$ cat src/rtl/if_id_stage.sv
// IF/ID pipeline register for the 16-bit core.
// Tags fetched words with their PC and joins opcode+immediate pairs.
module if_id_stage #(
    parameter int W     = 16,
    parameter int PCW   = 32,
    parameter int CNT_W = 16
) (
    input  logic             clk,
    input  logic             rst,
    input  logic [W-1:0]     instr_in,
    input  logic [PCW-1:0]   pc_in,
    input  logic             stall,
    input  logic             flush,
    output logic [W-1:0]     out_instr,
    output logic [W-1:0]     out_imm,
    output logic [PCW-1:0]   out_pc,
    output logic             out_valid,
    output logic             out_has_imm,
    output logic             imm_pending,
    output logic [CNT_W-1:0] issued_cnt
);

    typedef enum logic {
        S_OP,
        S_IMM
    } state_t;

    state_t           state_q, state_d;
    logic [W-1:0]     op_q, op_d;
    logic [PCW-1:0]   hpc_q, hpc_d;
    logic [W-1:0]     instr_q, instr_d;
    logic [W-1:0]     imm_q, imm_d;
    logic [PCW-1:0]   pc_q, pc_d;
    logic             valid_q, valid_d;
    logic             has_imm_q, has_imm_d;
    logic [CNT_W-1:0] cnt_q, cnt_d;

    logic             two_word;
    logic [CNT_W-1:0] cnt_inc;

    // Opcodes 12..15 share the top three bits 3'b011.
    assign two_word = (instr_in[15:13] == 3'b011);
    assign cnt_inc  = (&cnt_q) ? cnt_q : cnt_q + 1'b1;

    always_comb begin
        state_d   = state_q;
        op_d      = op_q;
        hpc_d     = hpc_q;
        instr_d   = instr_q;
        imm_d     = imm_q;
        pc_d      = pc_q;
        valid_d   = valid_q;
        has_imm_d = has_imm_q;
        cnt_d     = cnt_q;
        if (flush) begin
            state_d   = S_OP;
            op_d      = '0;
            instr_d   = '0;
            imm_d     = '0;
            pc_d      = '0;
            valid_d   = 1'b0;
            has_imm_d = 1'b0;
        end else if (!stall) begin
            unique case (state_q)
                S_IMM: begin
                    instr_d   = op_q;
                    imm_d     = instr_in;
                    pc_d      = hpc_q;
                    valid_d   = 1'b1;
                    has_imm_d = 1'b1;
                    cnt_d     = cnt_inc;
                    state_d   = S_OP;
                end
                S_OP: begin
                    instr_d   = '0;
                    imm_d     = '0;
                    pc_d      = '0;
                    valid_d   = 1'b0;
                    has_imm_d = 1'b0;
                    if (two_word) begin
                        op_d    = instr_in;
                        hpc_d   = pc_in;
                        state_d = S_IMM;
                    end else if (instr_in == '0) begin
                        pc_d = pc_in;
                    end else begin
                        instr_d = instr_in;
                        pc_d    = pc_in;
                        valid_d = 1'b1;
                        cnt_d   = cnt_inc;
                    end
                end
                default: state_d = S_OP;
            endcase
        end
    end

    always_ff @(posedge clk or negedge rst) begin
        if (!rst) begin
            state_q   <= S_OP;
            op_q      <= '0;
            hpc_q     <= '0;
            instr_q   <= '0;
            imm_q     <= '0;
            pc_q      <= '0;
            valid_q   <= 1'b0;
            has_imm_q <= 1'b0;
            cnt_q     <= '0;
        end else begin
            state_q   <= state_d;
            op_q      <= op_d;
            hpc_q     <= hpc_d;
            instr_q   <= instr_d;
            imm_q     <= imm_d;
            pc_q      <= pc_d;
            valid_q   <= valid_d;
            has_imm_q <= has_imm_d;
            cnt_q     <= cnt_d;
        end
    end

    assign out_instr   = instr_q;
    assign out_imm     = imm_q;
    assign out_pc      = pc_q;
    assign out_valid   = valid_q;
    assign out_has_imm = has_imm_q;
    assign imm_pending = (state_q == S_IMM);
    assign issued_cnt  = cnt_q;

endmodule

$ cat config.mk
export PLATFORM = sky130hd
export DESIGN_NAME = if_id_stage
export DESIGN_NICKNAME = d
export VERILOG_FILES = /design/src/rtl/if_id_stage.sv
export SDC_FILE = /design/constraint.sdc
export NUM_CORES = 1
export LEC_CHECK = 0
export ABC_AREA = 1
export CAP_MARGIN = 10
export CORE_AREA = 3 3 113 115
export CTS_CLUSTER_DIAMETER = 120
export DETAILED_ROUTE_END_ITERATION = 7
export DIE_AREA = 0 0 116 118
export PLACE_DENSITY_LB_ADDON = 0.15
export SETUP_SLACK_MARGIN = 0.02
export SLEW_MARGIN = 0
export SYNTH_ARGS = -nofsm -noshare
export SYNTH_HDL_FRONTEND = slang
export SYNTH_SLANG_ARGS = --single-unit
$ cat constraint.sdc
create_clock -name clk -period 2.57 [get_ports clk]
set_input_delay 0.514 -clock clk [delete_from_list [all_inputs] [get_ports clk]]
set_output_delay 0.514 -clock clk [all_outputs]
set_load 0.02 [all_outputs]
; ---- Yosys cells after proc, flatten, opt, wreduce, memory -nomap -nowiden
; Cells that the tools add are included.
[totals]
regBits = 131
wordCells = 56
[classes]
add_sub_neg = 1
eq_ne = 5
mux = 32
n_bitwise = 3
n_reduce_logical = 6
[ops]
columns = operator, count
row1 = 16-bit 2-to-1 mux, 13
row2 = 32-bit 2-to-1 mux, 3
row3 = 16-bit case mux with 2 select lines, 3
row4 = 32-bit case mux with 2 select lines, 1
row5 = "16-bit by 1-bit adder with 16-bit output, second input constant", 1
row6 = 16-bit logical NOT, 1
row7 = 16-bit AND reduction, 1
row8 = 1-bit 2-to-1 mux, 9
row9 = 4-bit AND reduction, 2
row10 = "2-bit != test, second input constant", 3
row11 = 1-bit case mux with 2 select lines, 3
row12 = "3-bit by 2-bit equality test with 1-bit output, second input constant", 1
row13 = 1-bit inverter, 3
row14 = 3-bit AND reduction, 1
row15 = "2-bit by 1-bit != test with 1-bit output, second input constant", 1
row16 = 2-bit nonzero test, 1

; ---- Longest topological paths before layout
; Gate-level depths: netlist (run 1).
[logic_depth]
word_depth = 6
mapped_depth = 10

; ---- Worst setup path before layout (run 1)
; Ideal clock, no wire load.
[synth_timing]
path_kind = reg2reg
start = reg cnt_q[0], in the netlist issued_cnt[0]
end = reg cnt_q[3], in the netlist issued_cnt[3]
setup_ns = 0.065
arrival_ns = 1.560
required_time_ns = 2.505
path_slack_ns = 0.945
stages_incl_launch_ff = 9
n_path_buf = 1
path_cell_list = dfrtp_1 > ha_1 > nand3_2 > nor2_2 > nand4_2 > nand3_2 > buf_4 > nand2_1 > nand2_1
[synth_between]
elab_chain_cells = 5
[synth_rtl]
columns = item, line
row1 = from (decl), 36  ; logic [CNT_W-1:0] cnt_q, cnt_d;
row2 = from (signal assigned), 118  ; cnt_q <= cnt_d;
row3 = 16-bit by 1-bit adder with 16-bit output or 16-bit AND reduction (tied branches), 43  ; assign cnt_inc = (&cnt_q) ? cnt_q : cnt_q + 1'b1;
row4 = 16-bit 2-to-1 mux *, 43
row5 = 16-bit 2-to-1 mux, 84  ; end else if (instr_in == '0) begin
row6 = 16-bit 2-to-1 mux, 80  ; if (two_word) begin
row7 = 16-bit case mux with 2 select lines *, 64  ; unique case (state_q)
; Mark *: on every way between the ends. The rest lies on a longest branch, timed or not. The select of a mux whose other input is x is not followed.
; A chain may end at the register's enable or synchronous reset.

; ---- Worst setup path after layout (run 1)
[layout_timing]
start = reg state_q, in the netlist imm_pending
end = out imm_pending
[layout_rtl]
columns = item, line
row1 = from (decl), 28  ; state_t state_q, state_d;
row2 = from (signal assigned), 110  ; state_q <= state_d;
row3 = to (decl), 19  ; output logic imm_pending,
; No word-level cell between the ends.

==> results.md, run 1 <==
* Run status: finished clean
* Die height at 118 um
* Final Hold Viols at 0
* Grt total ovfl at 0
* First-pass GRT wire length at 23900 um
* Minimum clock period at 2.06 ns
* Yosys reg bits at 131
* Cell chain of the critical path: clkdlybuf4s50_1
* Power after layout at 0.00580 W
* Routability congestion estimate at 0.860
* Drt total wl at 14100 um
* Wire length per cell at 15.6 um
* Register area share after synthesis at 56.1%
* # diodes at 0
* Fin Setup TNS at 0 ns
* Clk Latency, worst-skew pair at 0.41 ns
* Largest net degree at the start of global routing at 48
* Syn Inst Count at 606
* Period utilization at 80.1%
* Gr usage total at 22.0%
* Net count after synthesis at 659
* Clk root buf: clkbuf_16
* Die Wd at 116 um
* # setup viols final at 0
* Max VDD drop at 557 uV
* DRT iter0 DRCs at 275
* Final Core Density at 66.9%
* Distinct cells, synth at 31
* Clock Pin Slew Worst Setup and Hold Paths at 0.05 ns
* Clk buf depth at 2
* CP Class: flip-flop to output port
* Adder-Cell Fraction of Synth Area at 0.214%
* Post-DRT Antenna Nets at 0
* Largest family of logic cells by synthesized area: simple AND/OR/NAND/NOR gates
* Setup bufs post-CTS at 0
* Syn Std Cell Area at 0.00585 sq mm
* Cells on worst reg2reg path at 6
* # IOs at 135
* Fin cells at 904
* CP top delay family: buffers and inverters
* Worst setup SP type: flip-flop
* Number of global-route vias before repair at 4796
* H-tree levels at 4
* Total vias in the final route at 4744
* Area Overhead vs Synth at 36.3%
* Worst-Margin Slew at 0.585 ns
* Data required, critical path at 2.06 ns
* Starting Density at 49.1%
* Crit end category: output port
* Layout Nets at 797
* R2R setup slack at 0.84 ns
* Die ar. at 0.0137 sq mm
* Reg-to-reg endpoint: issued_cnt[2]
* Final Slew Violations at 0
* Quantity of gates resized following cts at 0
* Worst flop-to-flop path startpoint: issued_cnt[0]
* Max Clock Freq at 486 MHz
* Placed Cells incl. Taps at 872
* Power per Cell Area at 728 mW/mm^2
* Worst path buffer plus inverter count at 1
* Fraction of layout instances using a drive strength above 1 at 13.6%
* # clock sinks at 131
* Mean post-synth cell area at 9.65 sq um
* # hold bufs at CTS at 0
* Ys Warns at 0
* Fillcell total at 974
* Num rows at 40
* Initial antenna violation count at 0
* Compound-gate portion of the synthesized area at 9.23%
* DP Wirelength at 9500 um
* Worst Hold Class: input pin to asynchronous set/reset pin
* Worst EP arrival at 1.54 ns
* Register Area at 0.00328 sq mm
* Pleak at 3.58 nW
* Crit-path max FO at 4
* Max cap viols at 0
* Max_slew headroom at 61.0%
* Port Buf Inserts at 134
* Synth Area in Simple Gates at 19.9%
* Via/cell ratio at 5.25
* Multiplexer area fraction after synthesis at 7.06%
* Initial DRT Pass Iterations at 4
* TritonCTS Buffers at 17
* Multi-input logic area at 0.00224 sq mm
* DRC at 0
* RSZ-0062 raised after global routing: false
* CTS tree: done
* Core Region at 0.0119 sq mm
* Clock skew at 0.00295 ns
* Crit-path slowest cell: clkdlybuf4s50_1
* Xor/xnor share of the synthesized area at 1.95%
* Critical Path Max Stage Delay at 0.69 ns
==> Yosys cell counts (all sizes together) <==
library cell | n | area, sq um
inv | 40 | 150
nand2 | 177 | 664
nor2 | 66 | 273
dfrtp | 131 | 3280
nor3 | 1 | 16.3
xnor2 | 10 | 87.6
clkbuf | 13 | 48.8
a31oi | 32 | 200
nand3 | 19 | 110
clkinv | 1 | 3.75
mux2 | 32 | 413
o22ai | 12 | 119
a221oi | 1 | 8.76
xor2 | 3 | 26.3
o21ai | 22 | 114
o211ai | 13 | 97.6
ha | 1 | 12.5
buf | 17 | 123
nand4 | 15 | 100
==> metal layers <==
metal / track usage, % / share of wire, % / up-vias
met2: 33.6 / 46 / 153
met1: 29.1 / 44 / 2286
li1: - / - / 2278
met5: 0 / 0 / -
met4: 8.63 / 2.7 / 0
met3: 6.79 / 7.1 / 27
==> where the power goes <==
group | leakage (nW) | internal (W) | switching, W
clock | 0.302 | 0.00159 | 0.000867
sequential | 1.71 | 0.00229 | 0.000159
combinational | 1.57 | 0.000459 | 0.000437
total | 3.58 | 0.00434 | 0.00146
==> metrics by stage <==
| step | area [sq um] | setup WS, ns | hold WS [ns] |
|---|---|---|---|
| after floorplan | 5850 | 0.945 | 0.218 |
| after global placement | 7360 | 0.376 | 0.464 |
| after detailed placement | 7360 | 0.324 | 0.458 |
| after CTS | 7970 | 0.497 | 0.109 |
| after global routing | 7970 | 0.469 | 0.127 |
| final | 7970 | 0.512 | 0.102 |
==> cell usage in the layout, fill, tap and decap left out, drive strengths merged, types with 16 or more instances in the layout <==
master,count
dfrtp,131
nand3,19
a31oi,32
buf,16
mux2,32
clkbuf,21
nand2,177
clkdlybuf4s50,133
o21ai,22
nor2,66
inv,40
==> logic make-up (layout without fill, tap and decap cells) <==
logic type                 after synthesis  after routing
and+or+nand+nor                        278            278
buffers and inverters                   71            222
adders and majority gates                1              1
muxes                                   32             32
xor gates and xnor gates                13             13
AOI/OAI and AO/OA                       80             80
DFF                                    131            131
==> how the worst max path moves through the flow <==
stage	start	endpoint	slack, ns	cells after the start
finish	imm_pending	imm_pending	0.51	1
global route	issued_cnt[2]	issued_cnt[2]	0.47	1
CTS	imm_pending	imm_pending	0.50	1
detailed placement	flush	hpc_q[11]	0.32	5
global placement	flush	hpc_q[16]	0.38	5
floorplan	issued_cnt[0]	issued_cnt[3]	0.94	8
==> layout make-up <==
| cell class | instances | share of cell area (%) |
|---|---|---|
| clock buffers | 21 | 5.91 |
| clock inverters | 11 | 1.67 |
| repair buffers | 149 | 18.9 |
| flip-flops and latches | 131 | 41.2 |
| well taps | 147 | 2.31 |
| inverters | 41 | 1.93 |
| multi-input cells | 404 | 28.2 |
==> flip-flops by register name, indices dropped and copies added (netlist names) <==
signal / count
hpc_q: 32
imm_pending: 1
issued_cnt: 16
op_q: 16
out_has_imm: 1
out_imm: 16
out_instr: 16
out_pc: 32
out_valid: 1
No activity file was read; power rests on OpenSTA's default activity.
==> run 2, diff against run 1 <==
- clock period: 2.57 -> 2.1 ns (I/O delays scaled with it)
==> run 2 against run 1 <==
Flip-flop and latch count unchanged; clock skew grew 0.017 ns; via count rose by 2.4%; wire length grew 2.7%; largest cell class unchanged; register-to-register slack worse by 0.56 ns; clock-buffer cell count rose by 8; critical path type unchanged; cell area is 1.0% higher; utilization up 0.67 points.
==> results.md, run 2 (same netlist as run 1, synthesis figures left out) <==
* Worst setup margin at 0.146 ns (was 0.512 ns)
* CP top delay family: buffers and inverters (unchanged)
* Routability congestion estimate at 0.848 (was 0.860)
* Clk buf depth at 2 (unchanged)
* Clk Latency, worst-skew pair at 0.42 ns (was 0.41 ns)
* Max VDD drop at 618 uV (was 557 uV)
* Via/cell ratio at 5.34 (was 5.25)
* Run status: finished clean (unchanged)
* DRC at 0 (unchanged)
* Crit-path max FO at 4 (unchanged)
* Pleak at 3.61 nW (was 3.58 nW)
* Clock skew at 0.0199 ns (was 0.00295 ns)
* TritonCTS Buffers at 17 (unchanged)
* Initial antenna violation count at 0 (unchanged)
* Minimum clock period at 1.95 ns
* # IOs at 135 (unchanged)
* Setup bufs post-CTS at 0 (unchanged)
* Port Buf Inserts at 134 (unchanged)
* # clock sinks at 131 (unchanged)
* Worst setup SP type: flip-flop (unchanged)
* DP Area at 0.00745 sq mm (was 0.00736 sq mm)
* # setup viols final at 0 (unchanged)
* Wire length per cell at 16.0 um (was 15.6 um)
* Critical Path Max Stage Delay at 0.68 ns (was 0.69 ns)
* Num rows at 40 (unchanged)
* Max Clock Freq at 512 MHz
* Final Core Density at 67.5% (was 66.9%)
* Most common cell after layout, fill and taps aside: nand2_1 (unchanged)
* DP Wirelength at 9730 um (was 9500 um)
* Final Slew Violations at 0 (unchanged)
* Quantity of gates resized following cts at 0 (unchanged)
* Post-DRT Antenna Nets at 0 (unchanged)
* Total vias in the final route at 4856 (was 4744)
* # diodes at 0 (unchanged)
* RSZ-0062 raised after global routing: false (unchanged)
* Data required, critical path at 1.68 ns (was 2.06 ns)
* # hold bufs at CTS at 1 (was 0)
* Max cap viols at 0 (unchanged)
* Worst Hold Class: flip-flop to flip-flop (was input pin to asynchronous set/reset pin)
* Post-route cell area at 0.00805 sq mm (was 0.00797 sq mm)
* Starting Density at 49.1% (unchanged)
* Flop pwr share at 42.9% (was 42.2%)
* Period utilization at 93.0%
* CP Class: flip-flop to output port (unchanged)
* Fraction of layout instances using a drive strength above 1 at 13.5% (was 13.6%)
* Psw at 0.00174 W (was 0.00146 W)
* DP Worst Slack at -0.136 ns (was 0.324 ns)
* Drt total wl at 14500 um (was 14100 um)
* Final Hold Viols at 0 (unchanged)
* Number of global-route vias before repair at 5059 (was 4796)
* Clk root buf: clkbuf_16 (unchanged)
* Fillcell total at 939 (was 974)
* Fin Setup TNS at 0 ns (unchanged)
* H-tree levels at 4 (unchanged)
* Clock Pin Slew Worst Setup and Hold Paths at 0.05 ns (about the same)
* Pint at 0.00523 W (was 0.00434 W)
* Power share of the combinational group at 16.0% (was 15.4%)
* Die ar. at 0.0137 sq mm (unchanged)
* Crit end category: output port (unchanged)
* Die Wd at 116 um (unchanged)
* Power per Cell Area at 866 mW/mm^2 (was 728 mW/mm^2)
* First-pass GRT wire length at 24400 um (was 23900 um)
* Gr usage total at 22.6% (was 22.0%)
* Core Region at 0.0119 sq mm (unchanged)
* Worst EP arrival at 1.53 ns (was 1.54 ns)
* Commonest cells after routing, fill and taps aside: nand2_1, clkdlybuf4s50_1, dfrtp_1 (unchanged)
* Crit-path slowest cell: clkdlybuf4s50_1 (unchanged)
* Initial DRT Pass Iterations at 4 (unchanged)
* Max_slew headroom at 64.4% (was 61.0%)
* Largest net degree at the start of global routing at 64 (was 48)
* Net switching share of the total power at 25.0% (was 25.2%)
* Clock power share at 41.0% (was 42.3%)
* CTS tree: done (unchanged)
* Die height at 118 um (unchanged)
* Grt total ovfl at 0 (unchanged)
* Area Overhead vs Synth at 37.6% (was 36.3%)
* Worst-Margin Slew at 0.534 ns (was 0.585 ns)
* DRT iter0 DRCs at 306 (was 275)
* Cell chain of the critical path: clkdlybuf4s50_1 (unchanged)
* R2R setup slack at 0.28 ns (was 0.84 ns)
* Layout Nets at 802 (was 797)
* Worst path buffer plus inverter count at 1 (unchanged)
run 2: cell count changes in the layout (fill, tap and decap cells not counted):
cell	delta
clkinv_2	-5
bufinv_16	-2
clkinvlp_4	-1
buf_12	+5
clkbuf_8	+4
clkbuf_1	+4
buf_4	-1
dlygate4sd3_1	+1
run 2: layout make-up:
class / instances / area, sq um / share of cell area (%)
multi-input cells: 404 / 2240 / 27.9
clock buffers: 29 / 541 / 6.72
well taps: 147 / 184 / 2.29
clock inverters: 3 / 40.0 / 0.498
repair buffers: 154 / 1600 / 19.9
flip-flops and latches: 131 / 3280 / 40.7
inverters: 41 / 154 / 1.91
run 2: power groups by stage:
stage	clock network (W)	registers (W)	logic (W)
floorplan	0	0.00314	0.000443
global placement	0	0.00301	0.00109
detailed placement	0	0.00302	0.00113
CTS	0.00292	0.00299	0.00113
global route	0.00302	0.00303	0.00122
finish	0.00286	0.00299	0.00112
run 2: final timing paths:
path	endpoint	cells after the start	start
worst min-delay path	out_imm[11]	2	out_imm[11]
worst max-delay path	imm_pending	1	imm_pending
worst max register to register	issued_cnt[14]	8	issued_cnt[0]
max in group asynchronous	issued_cnt[0]	3	rst
worst min register to register	out_imm[11]	2	out_imm[11]
min in group asynchronous	out_imm[7]	2	rst
run 2: metrics by stage:
stage,instances,hold slack [ns],power [W]
floorplan,606,0.124,0.00358
global placement,876,0.420,0.00411
detailed placement,876,0.427,0.00415
CTS,909,0.488,0.00704
global route,909,0.514,0.00727
finish,909,0.484,0.00697
run 2: metal layers:
layer / routed length [um] / GRT usage, % / vias to the layer above
li1: - / - / 2296
met1: 6090 / 27.9 / 2374
met2: 6980 / 35.4 / 166
met3: 1150 / 8.69 / 20
met4: 285 / 8.92 / 0
met5: 0 / 0 / -
run 2: worst register-to-register path: cells and delay by family, from the launching register on:
family                     cells  cell delay (ns)
and+or+nand+nor                6             0.97
DFF                            1             0.43
adders and majority gates      1             0.28
buffers and inverters          1             0.08
==> run 3, diff against run 2 <==
- PLACE_DENSITY: unset -> 0.78
- PLACE_DENSITY_LB_ADDON: 0.15 -> unset
- SETUP_SLACK_MARGIN: 0.02 -> 0.5
==> run 3 against run 2 <==
The flow now finishes with violations (hold timing); via count grew 2.9%; cell area increased by 1.4%; sequential power barely moved; power shrank 0.35%; clock power about the same; critical endpoint is now issued_cnt[4]; highest routed layer unchanged.
==> results.md, run 3 (same netlist as run 1, synthesis figures left out) <==
* Final hold slack at -0.0116 ns (was 0.484 ns)
* Die height at 118 um (unchanged)
* DP Worst Slack at -0.0731 ns (was -0.136 ns)
* Clock Pin Slew Worst Setup and Hold Paths at 0.05 ns (about the same)
* Run status: finished, violations left (was finished clean)
* Placed Cells incl. Taps at 876 (unchanged)
* Largest net degree at the start of global routing at 67 (was 64)
* Num rows at 40 (unchanged)
* Routability congestion estimate at 0.843 (was 0.848)
* Reg-to-reg endpoint: hpc_q[14] (was issued_cnt[14])
* Pleak at 3.93 nW (was 3.61 nW)
* Final Slew Violations at 0 (unchanged)
* Total vias in the final route at 4998 (was 4856)
* Period utilization at 76.7% (was 93.0%)
* Core Region at 0.0119 sq mm (unchanged)
* Fin cells at 916 (was 909)
* Gr usage total at 22.9% (was 22.6%)
* CP top delay family: simple AND/OR/NAND/NOR gates (was buffers and inverters)
* Fin Setup TNS at 0 ns (unchanged)
* CTS tree: done (unchanged)
* Die ar. at 0.0137 sq mm (unchanged)
* Initial antenna violation count at 0 (unchanged)
* Commonest cells after routing, fill and taps aside: nand2_1, dfrtp_1, dlygate4sd2_1 (was nand2_1, clkdlybuf4s50_1, dfrtp_1)
* First-pass GRT wire length at 25000 um (was 24400 um)
* Worst Hold Class: input pin to asynchronous set/reset pin (was flip-flop to flip-flop)
* RSZ-0062 raised after global routing: true (was false)
* R2R setup slack at 0.52 ns (was 0.28 ns)
* Via/cell ratio at 5.46 (was 5.34)
* DRT iter0 DRCs at 437 (was 306)
* # hold bufs at CTS at 0 (was 1)
* CP Class: input pin to flip-flop (was flip-flop to output port)
* Area Overhead vs Synth at 39.6% (was 37.6%)
* # diodes at 0 (unchanged)
* Drt total wl at 15400 um (was 14500 um)
* Critical Path Max Stage Delay at 0.54 ns (was 0.68 ns)
* DRC at 0 (unchanged)
* Most common cell after layout, fill and taps aside: nand2_1 (unchanged)
* H-tree levels at 4 (unchanged)
* Max Clock Freq at 621 MHz (was 512 MHz)
* Crit-path most repeated cell: nand2_1
* Minimum clock period at 1.61 ns (was 1.95 ns)
* Worst setup margin at 0.489 ns (was 0.146 ns)
* Worst EP arrival at 1.90 ns (was 1.53 ns)
* Data required, critical path at 2.39 ns (was 1.68 ns)
* Power per Cell Area at 851 mW/mm^2 (was 866 mW/mm^2)
* Crit-path max FO at 7 (was 4)
* Max cap viols at 0 (unchanged)
* Cell chain of the critical path: clkdlybuf4s50_1 -> nor2_1 -> nand2_1 -> nor2_4 -> nand3_4 -> nand2_4 -> nor2_4 -> buf_4 -> nand2_1 -> nand2_1 (was clkdlybuf4s50_1)
* Worst-Margin Slew at 0.550 ns (was 0.534 ns)
* Final Hold Viols at 12 (was 0)
* Die Wd at 116 um (unchanged)
* Worst path buffer plus inverter count at 2 (was 1)
* TritonCTS Buffers at 17 (unchanged)
* Clk root buf: clkbuf_16 (unchanged)
* # IOs at 135 (unchanged)
* Power after layout at 0.00695 W (was 0.00697 W)
* # clock sinks at 131 (unchanged)
* Worst flop-to-flop path startpoint: imm_pending (was issued_cnt[0])
* Starting Density at 49.1% (unchanged)
* DP Wirelength at 9710 um (was 9730 um)
* Crit-path slowest cell: clkdlybuf4s50_1 (unchanged)
* Fraction of layout instances using a drive strength above 1 at 19.1% (was 13.5%)
* Cells on worst reg2reg path at 4 (was 8)
* Post-DRT Antenna Nets at 0 (unchanged)
* Number of global-route vias before repair at 5086 (was 5059)
* Clk buf depth at 2 (unchanged)
* Crit end category: flip-flop (was output port)
* Grt total ovfl at 0 (unchanged)
* # setup viols final at 0 (unchanged)
* Initial DRT Pass Iterations at 5 (was 4)
* Worst setup SP type: input pin (was flip-flop)
* Max_slew headroom at 63.3% (was 64.4%)
* Layout Nets at 809 (was 802)
* Max VDD drop at 520 uV (was 618 uV)
* Clock skew at 0.00866 ns (was 0.0199 ns)
* Wire length per cell at 16.8 um (was 16.0 um)
* Clk Latency, worst-skew pair at 0.42 ns (about the same)
* Port Buf Inserts at 134 (unchanged)
* Violated checks: hold timing
run 3: metal layers:
layer	vias up	share of wire (%)	wire length, um	global-route usage, %
met2	203	50	7670	36.6
met5	-	0	0	0
met1	2461	41	6250	28.8
li1	2311	-	-	-
met3	23	8.0	1220	6.84
met4	0	1.6	247	9.35
run 3: per-stage QoR:
stage,hold WS (ns),cell area [sq um],util (%)
4_1_cts,0.00601,8050,67.6
5_1_grt,0.0158,8160,68.5
2_1_floorplan,0.124,5850,-
6_report,-0.0116,8160,68.5
3_3_place_gp,0.437,7430,62.4
3_5_place_dp,0.450,7430,62.4
run 3: what timing repair did:
action                                  4_1_cts  5_1_grt
endpoints found under the setup margin      119      134
gates cloned                                  1        0
pin swaps                                     3        6
buffers inserted                              3        4
resized for setup                           122       37
run 3: worst max-delay path by stage:
| stage | slack [ns] | to | start | depth (start not counted) |
|---|---|---|---|---|
| 6_report | 0.49 | issued_cnt[4] | instr_in[10] | 10 |
| 5_1_grt | 0.44 | issued_cnt[4] | issued_cnt[7] | 8 |
| 4_1_cts | 0.41 | imm_pending | imm_pending | 1 |
| 3_5_place_dp | -0.07 | issued_cnt[1] | instr_in[14] | 10 |
| 3_3_place_gp | 0.003 | issued_cnt[1] | instr_in[15] | 9 |
| 2_1_floorplan | 0.55 | issued_cnt[3] | issued_cnt[0] | 8 |
run 3: layout make-up:
cell class	count	area, sq um
tap	147	184
timing repair buffer	161	1590
sequential	131	3290
multi-input combinational	404	2360
clock buffer	29	541
clock inverter	3	40.0
inverter	41	154
fill	881	3750
run 3: power breakdown:
part / leakage [nW] / internal [W] / switching, W
clock: 0.288 / 0.00185 / 0.00101
combinational: 1.95 / 0.000526 / 0.000561
sequential: 1.69 / 0.00281 / 0.000197
total: 3.93 / 0.00518 / 0.00176
==> variant 1 (config.mk and constraints of run 1) <==
Change the parameter `PCW` from 32 to 16.
--- a/src/rtl/if_id_stage.sv
+++ b/src/rtl/if_id_stage.sv
@@ -4,3 +4,3 @@
     parameter int W     = 16,
-    parameter int PCW   = 32,
+    parameter int PCW   = 16,
     parameter int CNT_W = 16
Ports: changed (resized out_pc and pc_in); port bits go from 135 to 103. No check against the original RTL was run, so the function may have changed too.
==> variant 1 against run 1 <==
  * Wire length is 17% lower
  * Largest power group is now sequential cells
  * Sequential cell count is 32 lower
  * Design area is 25% lower
  * Synthesized area is 23% lower
  * Utilization is 17 points lower
  * First-iteration DRC count is 11% lower
  * Total power is 37% lower
  * Worst setup slack better by 0.069 ns
  * Combinational power is 30% lower
  * Largest cell class unchanged
==> variant 1: results (changes against run 1) <==
RUN_STATUS='complete, no violations'  # unchanged
TIMING.HOLD.WS_NS=0.152  # was 0.102 ns
IRDROPWORSTVDD_mV=0.279  # was 0.557 mV
PLACED_AREA_UM2=5710  # was 7360 µm²
HTREE_NUM_LEVELS=3  # was 4
FILL_CELLS=1158  # was 974
CRIT_FANOUT=6  # was 4
PIN_COUNT_OF_THE_BIGGEST_NET_ENTERING_GLOBAL_ROUTING=44  # was 48
SYNTH.DISTINCT_CELLS=26  # was 31
PLACED_CELLS_INCL_TAPS=751  # was 872
YS_TOP_CELLS_BY_COUNT='nand2_1, dfrtp_1, nand3_1'  # was nand2_1, dfrtp_1, nor2_1
P_LEAK_nW=2.73  # was 3.58 nW
GRT_PASS1_WL_MM=19.3  # was 23.9 mm
DRT_FIRST_ITER_VIOLATIONS=245  # was 275
SKEW_NS=0.00544  # was 0.00295 ns
SYNTH_SEQUENTIAL_AREA_RATIO_PCT=55.1  # was 56.1%
CTS-BUFFERS-INSERTED=9  # was 17
TIMING.CRITICAL_PATH.ARRIVAL_NS=1.48  # was 1.54 ns
POST_CTS_RESIZE_COUNT=0  # unchanged
CRIT_PATH_LARGEST_CELL_DELAY_NS=0.66  # was 0.69 ns
TIMING.RR.END='issued_cnt[6]$_DFFE_PN0P_'  # was issued_cnt[2]$_DFFE_PN0P_
CTS_MAX_PATH_BUFFERS=2  # unchanged
VIAS_IN_THE_FIRST_GLOBAL_ROUTE=3828  # was 4,796
VIAS_PER_CELL=5.03  # was 5.25
REG2REG_LAUNCH_POINT='imm_pending$_DFFE_PN0P_'  # was issued_cnt[0]$_DFFE_PN0P_
DESIGN.FINAL.NETS=652  # was 797
TIMING.CRITICAL_PATH.TO='issued_cnt[3]'  # was imm_pending
LAYOUT-DRIVE-GT1-SHARE_PCT=7.62  # was 13.6%
GP_ROUTABILITY_CONGESTION=0.776  # was 0.860
WORSTSKEWPAIRLATENCY_NS=0.33  # was 0.41 ns
GLOBAL_ROUTE.USAGE.TOTAL_PCT=17.6  # was 22.0%
ROUTED_WIRELENGTH_MM=11.7  # was 14.1 mm
[variant 1: cell type report]
cell class / instances / area (µm²) / area share, %
sequential: 99 / 2480 / 41.5
multi-input combinational: 346 / 1740 / 29.2
timing repair buffer: 117 / 1140 / 19.1
clock buffer: 11 / 253 / 4.23
tap: 147 / 184 / 3.08
inverter: 42 / 158 / 2.64
clock inverter: 2 / 13.8 / 0.230
[variant 1: metal layers]
| layer | share of wire, % | wire length [µm] | global-route usage (%) |
|---|---|---|---|
| met1 | 46 | 5420 | 24.3 |
| met2 | 47 | 5500 | 27.4 |
| met3 | 5.0 | 586 | 3.75 |
| met4 | 1.8 | 205 | 5.73 |
| met5 | 0 | 0 | 0 |
[variant 1: through the flow]
| step | utilization [%] | worst slack, ns |
|---|---|---|
| after floorplan | - | 0.967 |
| after global placement | 47.9 | 0.391 |
| after detailed placement | 47.9 | 0.354 |
| after CTS | 50.1 | 0.585 |
| after global routing | 50.1 | 0.522 |
| final | 50.1 | 0.581 |
[variant 1: cell families after synthesis]
| kind of cell | after synthesis | share of synthesized area [%] |
|---|---|---|
| simple gates | 251 | 23.8 |
| flops | 99 | 55.1 |
| buf+inv | 67 | 6.15 |
| compound gates | 65 | 8.21 |
| mux | 16 | 4.01 |
| xor+xnor | 13 | 2.53 |
| fa+ha+maj | 1 | 0.278 |
[variant 1: where the power goes]
group,internal [mW],leakage (nW),total (mW),switching [mW]
sequential,1.69,1.31,1.79,0.0987
combinational,0.290,1.28,0.625,0.335
clock,0.693,0.133,1.24,0.544
total,2.68,2.73,3.65,0.977
==> variant 2 (settings of run 1) <==
Made on the original files. Take the reset off `op_q`, `instr_q`, `imm_q` and `pc_q` and load them in a clocked block of their own.
--- a/src/rtl/if_id_stage.sv
+++ b/src/rtl/if_id_stage.sv
@@ -100,7 +100,3 @@
             state_q   <= S_OP;
-            op_q      <= '0;
             hpc_q     <= '0;
-            instr_q   <= '0;
-            imm_q     <= '0;
-            pc_q      <= '0;
             valid_q   <= 1'b0;
@@ -110,7 +106,3 @@
             state_q   <= state_d;
-            op_q      <= op_d;
             hpc_q     <= hpc_d;
-            instr_q   <= instr_d;
-            imm_q     <= imm_d;
-            pc_q      <= pc_d;
             valid_q   <= valid_d;
@@ -119,2 +111,9 @@
         end
+    end
+
+    always_ff @(posedge clk) begin
+        op_q    <= op_d;
+        instr_q <= instr_d;
+        imm_q   <= imm_d;
+        pc_q    <= pc_d;
     end
Formal check against the unedited RTL: not equivalent (Yosys sat finds a counterexample within 4 cycles, from zero or initial values and one cycle with rst low).
==> variant 2 against run 1 <==
  * Synthesized area shrank 3.1%
  * Sequential power down 2%
  * Sequential share of layout area decreased by 3.6 points
  * Design area down 3.7%
  * Wire length grew 6.0%
  * Count of clock-buffer cells in the layout up 5
  * Worst setup slack worse by 0.13 ns
  * Total power down 4.7%
  * Sequential cell count unchanged
  * Non-clock buffer count stayed put
  * Largest cell class unchanged
  * Largest power group is now sequential cells
  * Highest routed layer unchanged
==> variant 2: results (changes against run 1) <==
GRT_USE_MET1_PCT=29.0  # was 29.1%
WL_MET2_MM=7.24  # was 6.55 mm
VIAS_PER_CELL=5.37  # was 5.25
TIMING.SLEW.HEADROOM_PCT=68.6  # was 61.0%
GP_ROUTABILITY_CONGESTION=0.845  # was 0.860
M2_GR_USAGE_PCT=36.4  # was 33.6%
PLACED_CELLS_INCL_TAPS=910  # was 872
GRTUSAGEMET3_PCT=5.60  # was 6.79%
SYN_AVG_CELL_AREA_UM2=8.67  # was 9.65 µm²
GRT_PASS1_WL_MM=24.7  # was 23.9 mm
SWSHARE_PCT=24.8  # was 25.2%
WORST-R2R-SETUP-SLACK_NS=0.68  # was 0.84 ns
YOSYS-TOP-CELLS-AREA='dfxtp_1, dfrtp_1, nand2_1'  # was dfrtp_1, nand2_1, nor2_1
SYNTH.DISTINCT_CELLS=28  # was 31
POWER.COMBINATIONAL.TOTAL_uW=845  # was 895 µW
TIMING.CRITICAL_PATH.ARRIVAL_NS=1.67  # was 1.54 ns
VIAS=5057  # was 4,744
YS_TOP_CELLS_BY_COUNT='nand2_1, dfxtp_1, o21ai_0'  # was nand2_1, dfrtp_1, nor2_1
GLOBAL_ROUTE.USAGE.TOTAL_PCT=22.4  # was 22.0%
P_LEAK_nW=3.42  # was 3.58 nW
REG2REG_DEPTH=7  # was 6
DETAIL_ROUTE.FIRST_PASS.ITERATIONS=5  # was 4
PIN_COUNT_OF_THE_BIGGEST_NET_ENTERING_GLOBAL_ROUTING=50  # was 48
SYNTH.NET_COUNT=706  # was 659
DETAIL_ROUTE.WL_PER_CELL_UM=15.9  # was 15.6 µm
SYNTH_SEQUENTIAL_AREA_RATIO_PCT=50.8  # was 56.1%
RUN_STATUS='complete, no violations'  # unchanged
ASYNC_RESET_FF_SHARE_PCT=38.9  # was 100%
DRT_FIRST_ITER_VIOLATIONS=345  # was 275
TIMING.RR.END='issued_cnt[5]$_DFFE_PN0P_'  # was issued_cnt[2]$_DFFE_PN0P_
[variant 2: logic make-up after synthesis]
family	after synthesis	share of synthesized area, %
and+or+nand+nor	257	20.0
AOI/OAI and AO/OA	155	13.8
DFF	131	50.8
buffers and inverters	70	5.59
muxes	32	8.48
xor gates and xnor gates	7	1.08
adders and majority gates	1	0.221
[variant 2: area by class of cell]
cell class                 instances  area [µm²]  area share (%)
clock buffer                      26         509            6.64
clock inverter                     5        50.0           0.652
inverter                          31         119            1.55
multi-input combinational        452        2470            32.2
sequential                       131        2880            37.5
tap                              147         184            2.40
timing repair buffer             149        1460            19.0
[variant 2: through the flow]
stage | total power, mW | area [µm²] | setup slack [ns]
CTS | 5.57 | 7670 | 0.363
detailed placement | 3.29 | 7110 | 0.442
floorplan | 2.90 | 5660 | 0.935
global route | 5.76 | 7670 | 0.305
global placement | 3.26 | 7110 | 0.480
finish | 5.53 | 7670 | 0.387
